## src/rtl/riscv_imm_pkg.sv

```systemverilog
// Shared RV32I immediate-format codes and the instruction-bit masks each format occupies.
package riscv_imm_pkg;

  typedef enum logic [2:0] {
    IMM_U   = 3'b000,
    IMM_J   = 3'b001,
    IMM_S   = 3'b010,
    IMM_B   = 3'b011,
    IMM_I   = 3'b100,
    IMM_ISH = 3'b101,
    IMM_IU  = 3'b110,
    IMM_INV = 3'b111
  } imm_sel_e;

  localparam logic [31:0] MASK_U   = 32'hFFFF_F000;
  localparam logic [31:0] MASK_J   = 32'hFFFF_F000;
  localparam logic [31:0] MASK_S   = 32'hFE00_0F80;
  localparam logic [31:0] MASK_B   = 32'hFE00_0F80;
  localparam logic [31:0] MASK_I   = 32'hFFF0_0000;
  localparam logic [31:0] MASK_ISH = 32'h01F0_0000;

  // True when v[31:msb] are all equal, i.e. v is a sign extension of v[msb:0].
  function automatic logic sext_ok(input logic [31:0] v, input int unsigned msb);
    logic [31:0] m;
    m = '1 << msb;
    return ((v & m) == m) || ((v & m) == '0);
  endfunction

endpackage

```

## src/rtl/imm_field_packer.sv

```systemverilog
// Combinational packer: clears the format's immediate bits in the base word, ORs the
// scattered immediate in, and flags immediates the format cannot represent.
module imm_field_packer
  import riscv_imm_pkg::*;
(
  input  logic [2:0]  i_fmt,
  input  logic [31:0] i_imm,
  input  logic [31:0] i_base,
  output logic [31:0] o_instr,
  output logic        o_err
);

  imm_sel_e    w_sel;
  logic [31:0] w_mask;
  logic [31:0] w_field;

  assign w_sel = imm_sel_e'(i_fmt);

  always_comb begin
    w_mask  = '0;
    w_field = '0;
    o_err   = 1'b0;
    case (w_sel)
      IMM_U: begin
        w_mask  = MASK_U;
        w_field = {i_imm[31:12], 12'b0};
        o_err   = |i_imm[11:0];
      end
      IMM_J: begin
        w_mask  = MASK_J;
        w_field = {i_imm[20], i_imm[10:1], i_imm[11], i_imm[19:12], 12'b0};
        o_err   = i_imm[0] | ~sext_ok(i_imm, 20);
      end
      IMM_S: begin
        w_mask  = MASK_S;
        w_field = {i_imm[11:5], 13'b0, i_imm[4:0], 7'b0};
        o_err   = ~sext_ok(i_imm, 11);
      end
      IMM_B: begin
        w_mask  = MASK_B;
        w_field = {i_imm[12], i_imm[10:5], 13'b0, i_imm[4:1], i_imm[11], 7'b0};
        o_err   = i_imm[0] | ~sext_ok(i_imm, 12);
      end
      IMM_I: begin
        w_mask  = MASK_I;
        w_field = {i_imm[11:0], 20'b0};
        o_err   = ~sext_ok(i_imm, 11);
      end
      IMM_ISH: begin
        // funct7 in [31:25] is left to the base word
        w_mask  = MASK_ISH;
        w_field = {7'b0, i_imm[4:0], 20'b0};
        o_err   = |i_imm[31:5];
      end
      IMM_IU: begin
        w_mask  = MASK_I;
        w_field = {i_imm[11:0], 20'b0};
        o_err   = |i_imm[31:12];
      end
      default: begin
        o_err = 1'b1;
      end
    endcase
    o_instr = (i_base & ~w_mask) | w_field;
  end

endmodule

```

## src/rtl/imm_encoder.sv

```systemverilog
// Two-stage valid/ready pipeline around imm_field_packer, with delivered-beat and
// error-beat counters.
module imm_encoder
  import riscv_imm_pkg::*;
#(
  parameter int unsigned CNT_W       = 16,
  parameter bit          CHECK_RANGE = 1'b1
) (
  input  logic             clk,
  input  logic             rst,
  input  logic             in_valid,
  output logic             in_ready,
  input  logic [2:0]       in_fmt,
  input  logic [31:0]      in_imm,
  input  logic [31:0]      in_base,
  output logic             out_valid,
  input  logic             out_ready,
  output logic [31:0]      out_instr,
  output logic             out_err,
  output logic [CNT_W-1:0] enc_count,
  output logic [CNT_W-1:0] err_count
);

  logic [31:0]      w_instr;
  logic             w_err;
  logic             w_b_load;
  logic             w_fire;

  logic             r_a_valid;
  logic [31:0]      r_a_instr;
  logic             r_a_err;
  logic             r_b_valid;
  logic [31:0]      r_b_instr;
  logic             r_b_err;
  logic [CNT_W-1:0] r_enc_cnt;
  logic [CNT_W-1:0] r_err_cnt;

  imm_field_packer u_packer (
    .i_fmt   (in_fmt),
    .i_imm   (in_imm),
    .i_base  (in_base),
    .o_instr (w_instr),
    .o_err   (w_err)
  );

  assign w_b_load = ~r_b_valid | out_ready;
  assign in_ready = ~r_a_valid | w_b_load;
  assign w_fire   = r_b_valid & out_ready;

  always_ff @(posedge clk) begin
    if (rst) begin
      r_a_valid <= 1'b0;
      r_a_instr <= '0;
      r_a_err   <= 1'b0;
      r_b_valid <= 1'b0;
      r_b_instr <= '0;
      r_b_err   <= 1'b0;
      r_enc_cnt <= '0;
      r_err_cnt <= '0;
    end else begin
      if (in_ready) begin
        r_a_valid <= in_valid;
        if (in_valid) begin
          r_a_instr <= w_instr;
          r_a_err   <= w_err;
        end
      end
      if (w_b_load) begin
        r_b_valid <= r_a_valid;
        if (r_a_valid) begin
          r_b_instr <= r_a_instr;
          r_b_err   <= r_a_err;
        end
      end
      // The raw range flag still feeds err_count when out_err is masked off
      if (w_fire) begin
        r_enc_cnt <= r_enc_cnt + CNT_W'(1);
        if (r_b_err) r_err_cnt <= r_err_cnt + CNT_W'(1);
      end
    end
  end

  assign out_valid = r_b_valid;
  assign out_instr = r_b_instr;
  assign out_err   = CHECK_RANGE ? r_b_err : 1'b0;
  assign enc_count = r_enc_cnt;
  assign err_count = r_err_cnt;

endmodule

```

## config.mk

```make
export PLATFORM = sky130hd
export DESIGN_NAME = imm_encoder
export DESIGN_NICKNAME = d
export VERILOG_FILES = /design/src/rtl/riscv_imm_pkg.sv /design/src/rtl/imm_field_packer.sv /design/src/rtl/imm_encoder.sv
export SDC_FILE = /design/constraint.sdc
export NUM_CORES = 1
export LEC_CHECK = 0
export ABC_AREA = 0
export CAP_MARGIN = 20
export CELL_PAD_IN_SITES_DETAIL_PLACEMENT = 1
export CELL_PAD_IN_SITES_GLOBAL_PLACEMENT = 2
export CORE_UTILIZATION = 28
export CTS_CLUSTER_SIZE = 40
export DETAILED_ROUTE_END_ITERATION = 8
export PLACE_DENSITY_LB_ADDON = 0.1
export SYNTH_ARGS = -nofsm -noshare
export SYNTH_HDL_FRONTEND = slang
export SYNTH_SLANG_ARGS = --single-unit
```

## constraint.sdc

```tcl
create_clock -name clk -period 2.68 [get_ports clk]
set_input_delay 0.67 -clock clk [delete_from_list [all_inputs] [get_ports clk]]
set_output_delay 0.67 -clock clk [all_outputs]
set_load 0.02 [all_outputs]
```

==> results by group, run 1 <==
Finish
  – Fin nets: 763
  – Area growth syn-to-layout: 43.4%
  – Share of cells above drive strength 1: 7.80%
  – Final Non-Filler Cells: roughly 910
  – Antenna Cells: 0
  – Fillers: between 1500 and 2000

Clock tree
  – CTS Buf Count: 9
  – Max Root-Sink Buffers: 2
  – CTS tree: built
  – Num Clock Sinks: 100
  – Clock Pin Slew Worst Setup and Hold Paths: 70 ps
  – Htree depth: 3
  – Root Buffer Master: clkbuf_16
  – Setup Buffers After CTS: 0
  – Worst skew pair latency: around 330 ps
  – Post_cts resized: 0
  – Cts hold-fix bufs: 0

Die
  – Core ar.: 0.0158 mm2
  – Die Area: 0.0167 mm2
  – Initial Utilization: between 20 and 30%
  – Row count: 46
  – # IOs: 138
  – Chip height: 129 um
  – Die Wd: 129 um

Critical path
  – CP Capture Type: primary output
  – Reg2reg start: err_count[0]
  – Delay of the slowest critical-path stage: 610 ps
  – Req. time, crit path: 2010 ps
  – Crit-path max FO: 2
  – R2R setup slack: 1020 ps
  – WP data arrival: between 1500 and 2000 ps
  – Worst Path Buf+Inv: 2
  – CP startpoint kind: input port
  – Worst Reg2Reg Path Length in Cells: 6
  – CP cell instances: clkdlybuf4s50_1, nor2b_2, nand2_1, clkdlybuf4s50_1
  – Slowest cell on the critical path: clkdlybuf4s50_1
  – CP dominant cell by count: clkdlybuf4s50_1
  – Crit Path Category: in2out
  – Crit. Startpoint: out_ready
  – Critical path endpoint: in_ready
  – Largest delay contributor family on the critical path: buffers and inverters
  – FF-to-FF End: err_count[8]
  – CP Depth: 4

Synth
  – Yosys reg bits: 100
  – Mapped Cells: 563
  – Synthesized area: 0.00452 mm2
  – Synthesis Warnings: 0
  – Top cell type's share of synthesized area: 44.2%
  – Syn Area/Cell: 8.04 um2
  – Sequential share of the synthesized area: between 40% and 50%
  – Synth area leader: dfxtp_1
  – Synth area leaders: dfxtp_1 (44%), nand2_1 (10%), nor2_1 (6.6%), a21oi_1 (5.4%), xnor2_1 (2.5%)
  – Unique masters post-synth: 43
  – Syn nets: roughly 640

Global route
  – Vias in the first global route: 4490
  – Gr usage total: 17.5%
  – Antenna violations before repair: 0
  – Congestion Overflow GR: 0
  – Largest net degree at the start of global routing: 53
  – First-pass GRT wire length: ~23000 um

Timing
  – Fin. max-slew vios: 0
  – Final hold violation count: 0
  – Hold_ws: ~450 ps
  – # setup viols final: 0
  – Unrepaired setup endpoints after global routing: false
  – Fin crit share: a little over nine tenths
  – Worst Skew: 8.10 ps
  – Maximum clock rate: 387 MHz
  – Setup TNS: 0 ps
  – Worst slew pin tran: 596 ps
  – Final min period: 2580 ps
  – Slew HR: roughly three fifths

Routing
  – Post-DR vias/cell: 4.85
  – Starting DRT DRC Count: roughly 110
  – DR WL/cell: 15.5 um
  – Final antenna-violating net count: 0
  – DRC Markers: 0
  – DRT Pass-1 Iters: 4
  – Overall routed net length: ~14000 um
  – Via count: 4403

Run status
  – Status: finished, final reports clean

Placed design
  – DP HPWL: 10300 um
  – Port Buffer Count: 137
  – Routability cong.: 0.799
  – Placed insts: 895

Power and ir drop
  – Static Leak: 2.31 nW
  – Max VDD drop: between 0.3 and 0.4 mV
  – Pwr dens: 520 mW/mm2

Hold path
  – HP Class: reg2reg

Run
  – Max-cap violations: 0
## power breakdown
group | internal [mW] | switching, mW
clock network | 0.807 | 0.553
logic | 0.218 | 0.224
registers | 1.54 | 0.0302
total | 2.56 | 0.808
## Yosys cell counts
cell,n
nand2_1,120
dfxtp_1,100
nor2_1,79
a21oi_1,49
nor3_1,22
clkbuf_1,21
buf_2,15
xnor2_1,13
nand4_1,12
xor2_1,12
a211oi_1,10
o21ai_0,10
a311oi_1,9
mux2i_1,8
a22oi_1,7
mux2_2,7
nand3_1,7
inv_1,5
nor4_1,5
or3_1,5
and3_1,4
nor2b_1,4
nor4_2,4
o221ai_1,4
buf_1,3
nand4_4,3
o211ai_1,3
or4_1,3
and2_1,2
ha_1,2
nand2b_1,2
nor4_4,2
a41oi_1,1
and4_1,1
and4_4,1
buf_4,1
nand3_2,1
nand4b_1,1
nor2b_2,1
o2111ai_1,1
o21bai_1,1
o22ai_1,1
or2_1,1
## layer usage
layer / share of wire (%) / vias up / GRT usage, %
li1: - / 2182 / -
met4: 1.2 / 0 / 4.98
met3: 3.2 / 11 / 2.89
met2: 51 / 77 / 31.9
met5: 0 / - / 0
met1: 45 / 2133 / 20.9
## state kept, by name (all words and copies together) (netlist names)
signal	cells
r_a_valid	1
r_a_instr	32
out_err	1
enc_count	16
err_count	16
out_instr	32
out_valid	1
r_a_err	1
## cell type report
class	count	area (um2)	share of cell area [%]
multi-input cells	418	2330	36.0
clock inverters	4	77.6	1.20
well taps	216	270	4.16
repair buffers	156	1560	24.1
inverters	5	18.8	0.289
flip-flops and latches	100	2000	30.8
clock buffers	9	225	3.47
## worst reg2reg max path: stages (launching register included)
cell,delay (ps)
dfxtp_1,450
ha_1,220
nand4_1,220
nor2_1,300
nand4_1,150
xor2_1,150
nor2_1,60
## worst min-delay path by stage
stage	slack (ps)	depth (start not counted)	start	end
after floorplan	430	2	r_a_err	out_err
after global placement	440	2	r_a_instr[15]	out_instr[15]
after detailed placement	450	2	r_a_instr[1]	r_a_instr[1]
after CTS	460	2	r_a_instr[23]	out_instr[23]
after global routing	470	2	r_a_instr[1]	r_a_instr[1]
final	450	2	r_a_instr[23]	out_instr[23]
## cell usage in the layout (no fill, tap or decap), types with 3 or more instances in the layout
cell	synthesis	final
a211oi_1	10	10
a21oi_1	49	49
a22oi_1	7	7
a311oi_1	9	9
and3_1	4	4
buf_12	0	4
buf_4	1	16
clkbuf_16	0	9
clkdlybuf4s50_1	0	136
dfxtp_1	100	100
inv_1	5	5
mux2_2	7	7
mux2i_1	8	8
nand2_1	120	120
nand3_1	7	7
nand4_1	12	12
nand4_4	3	3
nor2_1	79	79
nor2b_1	4	3
nor3_1	22	22
nor4_1	5	5
nor4_2	4	4
o211ai_1	3	3
o21ai_0	10	10
o221ai_1	4	4
or3_1	5	5
or4_1	3	3
xnor2_1	13	13
xor2_1	12	12
## per-stage QoR
step | area, um2 | power (mW) | setup WS (ps) | util [%]
4_1_cts | 6490 | 3.43 | 87.1 | 41.0
2_1_floorplan | 4520 | 1.81 | 809 | -
5_1_grt | 6490 | 3.53 | 26.0 | 41.0
3_5_place_dp | 6190 | 2.05 | 97.1 | 39.1
3_3_place_gp | 6190 | 2.05 | 114 | 39.1
6_report | 6490 | 3.37 | 97.5 | 41.0
## kinds of logic after synthesis
logic type | share of synthesized area (%)
and+or+nand+nor | 29.6
buffers and inverters | 4.23
DFF | 44.2
adders and majority gates | 0.553
xor gates and xnor gates | 4.84
AOI/OAI and AO/OA | 13.1
muxes | 3.51
(Power assumes the default switching activity.)
==> run 2: changes to the inputs <==
RECOVER_POWER = 100   (was not set)
SYNTH_HIERARCHICAL = 1   (was not set)
==> run 2 against run 1 <==
Against the previous run: fmax up 0.53%; clock power is 11% lower; non-clock buffer count increased by 3; sequential share of layout area increased by 0.13 points; critical path type unchanged; sequential power barely moved; sequential cell count is the same; utilization decreased by 0.47 points; clock skew up 1.1 ps; global-route usage increased by 0.34 points.
==> results by group, run 2 <==
Run status
  – Status: finished, final reports clean

Clock tree
  – Post_cts resized: 0
  – Setup Buffers After CTS: 0
  – Num Clock Sinks: 100
  – Root Buffer Master: clkbuf_16
  – Worst skew pair latency: 340 ps
  – Clock Pin Slew Worst Setup and Hold Paths: around 70 ps
  – Cts hold-fix bufs: 0
  – Max Root-Sink Buffers: 2
  – CTS Buf Count: 9
  – Htree depth: 3
  – CTS tree: built

Power and ir drop
  – NetSw: ~0.80 mW
  – Combinational share of power: 13.2%
  – Clk pwr share: 37.9%
  – Switching share of power: 25.2%
  – Reg power frac: 48.9%
  – Static Leak: 2.43 nW
  – Pint: 2.38 mW
  – Pwr dens: approximately 500 mW/mm2
  – Max VDD drop: 0.320 mV

Placed design
  – Port Buffer Count: 137
  – Placed inst area: 0.00624 mm2
  – Pre-CTS WS: between 80 and 90 ps
  – Routability cong.: 0.837
  – DP HPWL: 10900 um

Critical path
  – Crit-path max FO: 2
  – WP data arrival: 1900 ps
  – R2R setup slack: about 700 ps
  – CP startpoint kind: input port
  – Req. time, crit path: 2010 ps
  – CP Capture Type: primary output
  – Crit Path Category: in2out

Die
  – Die Wd: 130 um
  – Core ar.: 0.0159 mm2
  – Row count: 46
  – Die Area: 0.0169 mm2
  – Chip height: roughly 130 um
  – # IOs: 138
  – Initial Utilization: 28.8%

Synth
  – Synth area leader: dfxtp_1
  – Syn Area/Cell: 7.85 um2
  – Synthesis Warnings: 6
  – Unique masters post-synth: 48
  – Most used DFF post-synth: dfxtp_1
  – Top cell type's share of synthesized area: between 40% and 50%
  – Top-count cell post-synth: nand2_1
  – Async SR Flop Fraction: 0%
  – Synth area leaders: dfxtp_1 (44%), nand2_1 (12%), a21oi_1 (8.8%), mux2_2 (3.4%), nor2_1 (2.9%)
  – Syn nets: 659
  – Most frequent cells after synthesis: nand2_1 (145), dfxtp_1 (100), a21oi_1 (81), nor2_1 (36), clkbuf_1 (26)
  – Sequential share of the synthesized area: 43.5%
  – Post-synth EDFFs: 0
  – Synthesized area: 0.00460 mm2
  – Yosys reg bits: 100
  – Mapped Cells: 586

Routing
  – Post-DR vias/cell: 4.86
  – Via count: 4526
  – DR WL/cell: between 15 and 20 um
  – Starting DRT DRC Count: 118
  – Overall routed net length: 14500 um
  – DRC Markers: 0
  – DRT Pass-1 Iters: 4
  – Final antenna-violating net count: 0

Timing
  – Maximum clock rate: approximately 390 MHz
  – Fin crit share: 95.9%
  – Setup TNS: 0 ps
  – Fin. max-slew vios: 0
  – Final hold violation count: 0
  – Worst slew pin tran: ~1300 ps
  – Worst Skew: between 9 and 10 ps
  – Final min period: 2570 ps
  – Final WS setup: 111 ps
  – # setup viols final: 0
  – Unrepaired setup endpoints after global routing: false
  – Slew HR: 10.1%

Finish
  – Antenna Cells: 0
  – Commonest non-fill, non-tap cell in the layout: nand2_1
  – Final Cell Area: 0.00646 mm2
  – Most frequent cells in the layout: nand2_1 (145), dfxtp_1 (100), a21oi_1 (81)
  – Fin nets: 785
  – Area growth syn-to-layout: 40.5%
  – Share of cells above drive strength 1: approximately 8%

Global route
  – Antenna violations before repair: 0
  – Met2 Usage GRT: 30.6%
  – Largest net degree at the start of global routing: 44
  – Congestion Overflow GR: 0
  – Vias in the first global route: ~4700
  – Met1 Use GR: 22.6%
  – First-pass GRT wire length: 23500 um
  – Gr usage total: ~18%
  – Grt met3 use: 3.08%
  – Grt peak-use layer: met2

Run
  – Max-cap violations: 0

Hold path
  – HP Class: reg2reg
-- run 2: changes by cell type in the layout (fill, tap and decap cells not counted), sizes merged, moves of 8 or more --
| cell | change |
|---|---|
| dlygate4sd3 | +68 |
| a21oi | +32 |
| inv | +9 |
| nor3 | -16 |
| nor2 | -42 |
| nand2 | +25 |
| clkdlybuf4s50 | -68 |
| a311oi | -8 |
| clkbuf | +12 |
| a211oi | -9 |
-- run 2: power by group through the flow --
stage | combinational (mW) | sequential [mW] | clock (mW)
6_report | 0.422 | 1.56 | 1.21
5_1_grt | 0.465 | 1.56 | 1.30
4_1_cts | 0.440 | 1.56 | 1.26
3_5_place_dp | 0.438 | 1.59 | 0
3_3_place_gp | 0.432 | 1.59 | 0
2_1_floorplan | 0.195 | 1.60 | 0
-- run 2: final cells by class --
class                   instances  area (um2)
clock buffers                  12         246
clock inverters                 3        23.8
fillers                      1940        9480
inverters                      14        52.6
multi-input cells             428        2340
flip-flops and latches        100        2000
well taps                     216         270
repair buffers                159        1530
-- run 2: final timing paths --
check / end / startpoint / depth (start not counted)
setup / recovery: in_ready / out_ready / 3
hold / removal: out_instr[7] / r_a_instr[7] / 2
setup reg to reg: out_instr[25] / out_valid / 5
hold reg to reg: out_instr[7] / r_a_instr[7] / 2
-- run 2: worst max-delay path, cell delays in order --
cell,delay (ps)
clkdlybuf4s50_1,470
nand3b_1,140
clkdlybuf4s50_1,620
-- run 2: through the flow --
step,cells,utilization [%],power [mW],hold WS (ps)
6_report,932,40.5,3.19,447
5_1_grt,932,40.5,3.33,473
4_1_cts,932,40.8,3.26,450
3_5_place_dp,917,39.1,2.03,446
3_3_place_gp,917,39.1,2.02,435
2_1_floorplan,586,-,1.80,432
-- run 2: layer usage --
layer | share of wire [%] | vias up
li1 | - | 2262
met1 | 47 | 2161
met2 | 48 | 92
met3 | 3.7 | 11
met4 | 1.1 | 0
met5 | 0 | -
-- run 2: cells by family after synthesis --
group / after synthesis / synth area share, %
XOR/XNOR: 19 / 3.62
buffers and inverters: 58 / 5.71
multiplexers: 22 / 5.17
adder cells (fa/ha/maj): 2 / 0.544
AND/OR/NAND/NOR: 256 / 25.4
AO/OA/AOI/OAI: 129 / 16.0
flip-flops: 100 / 43.5
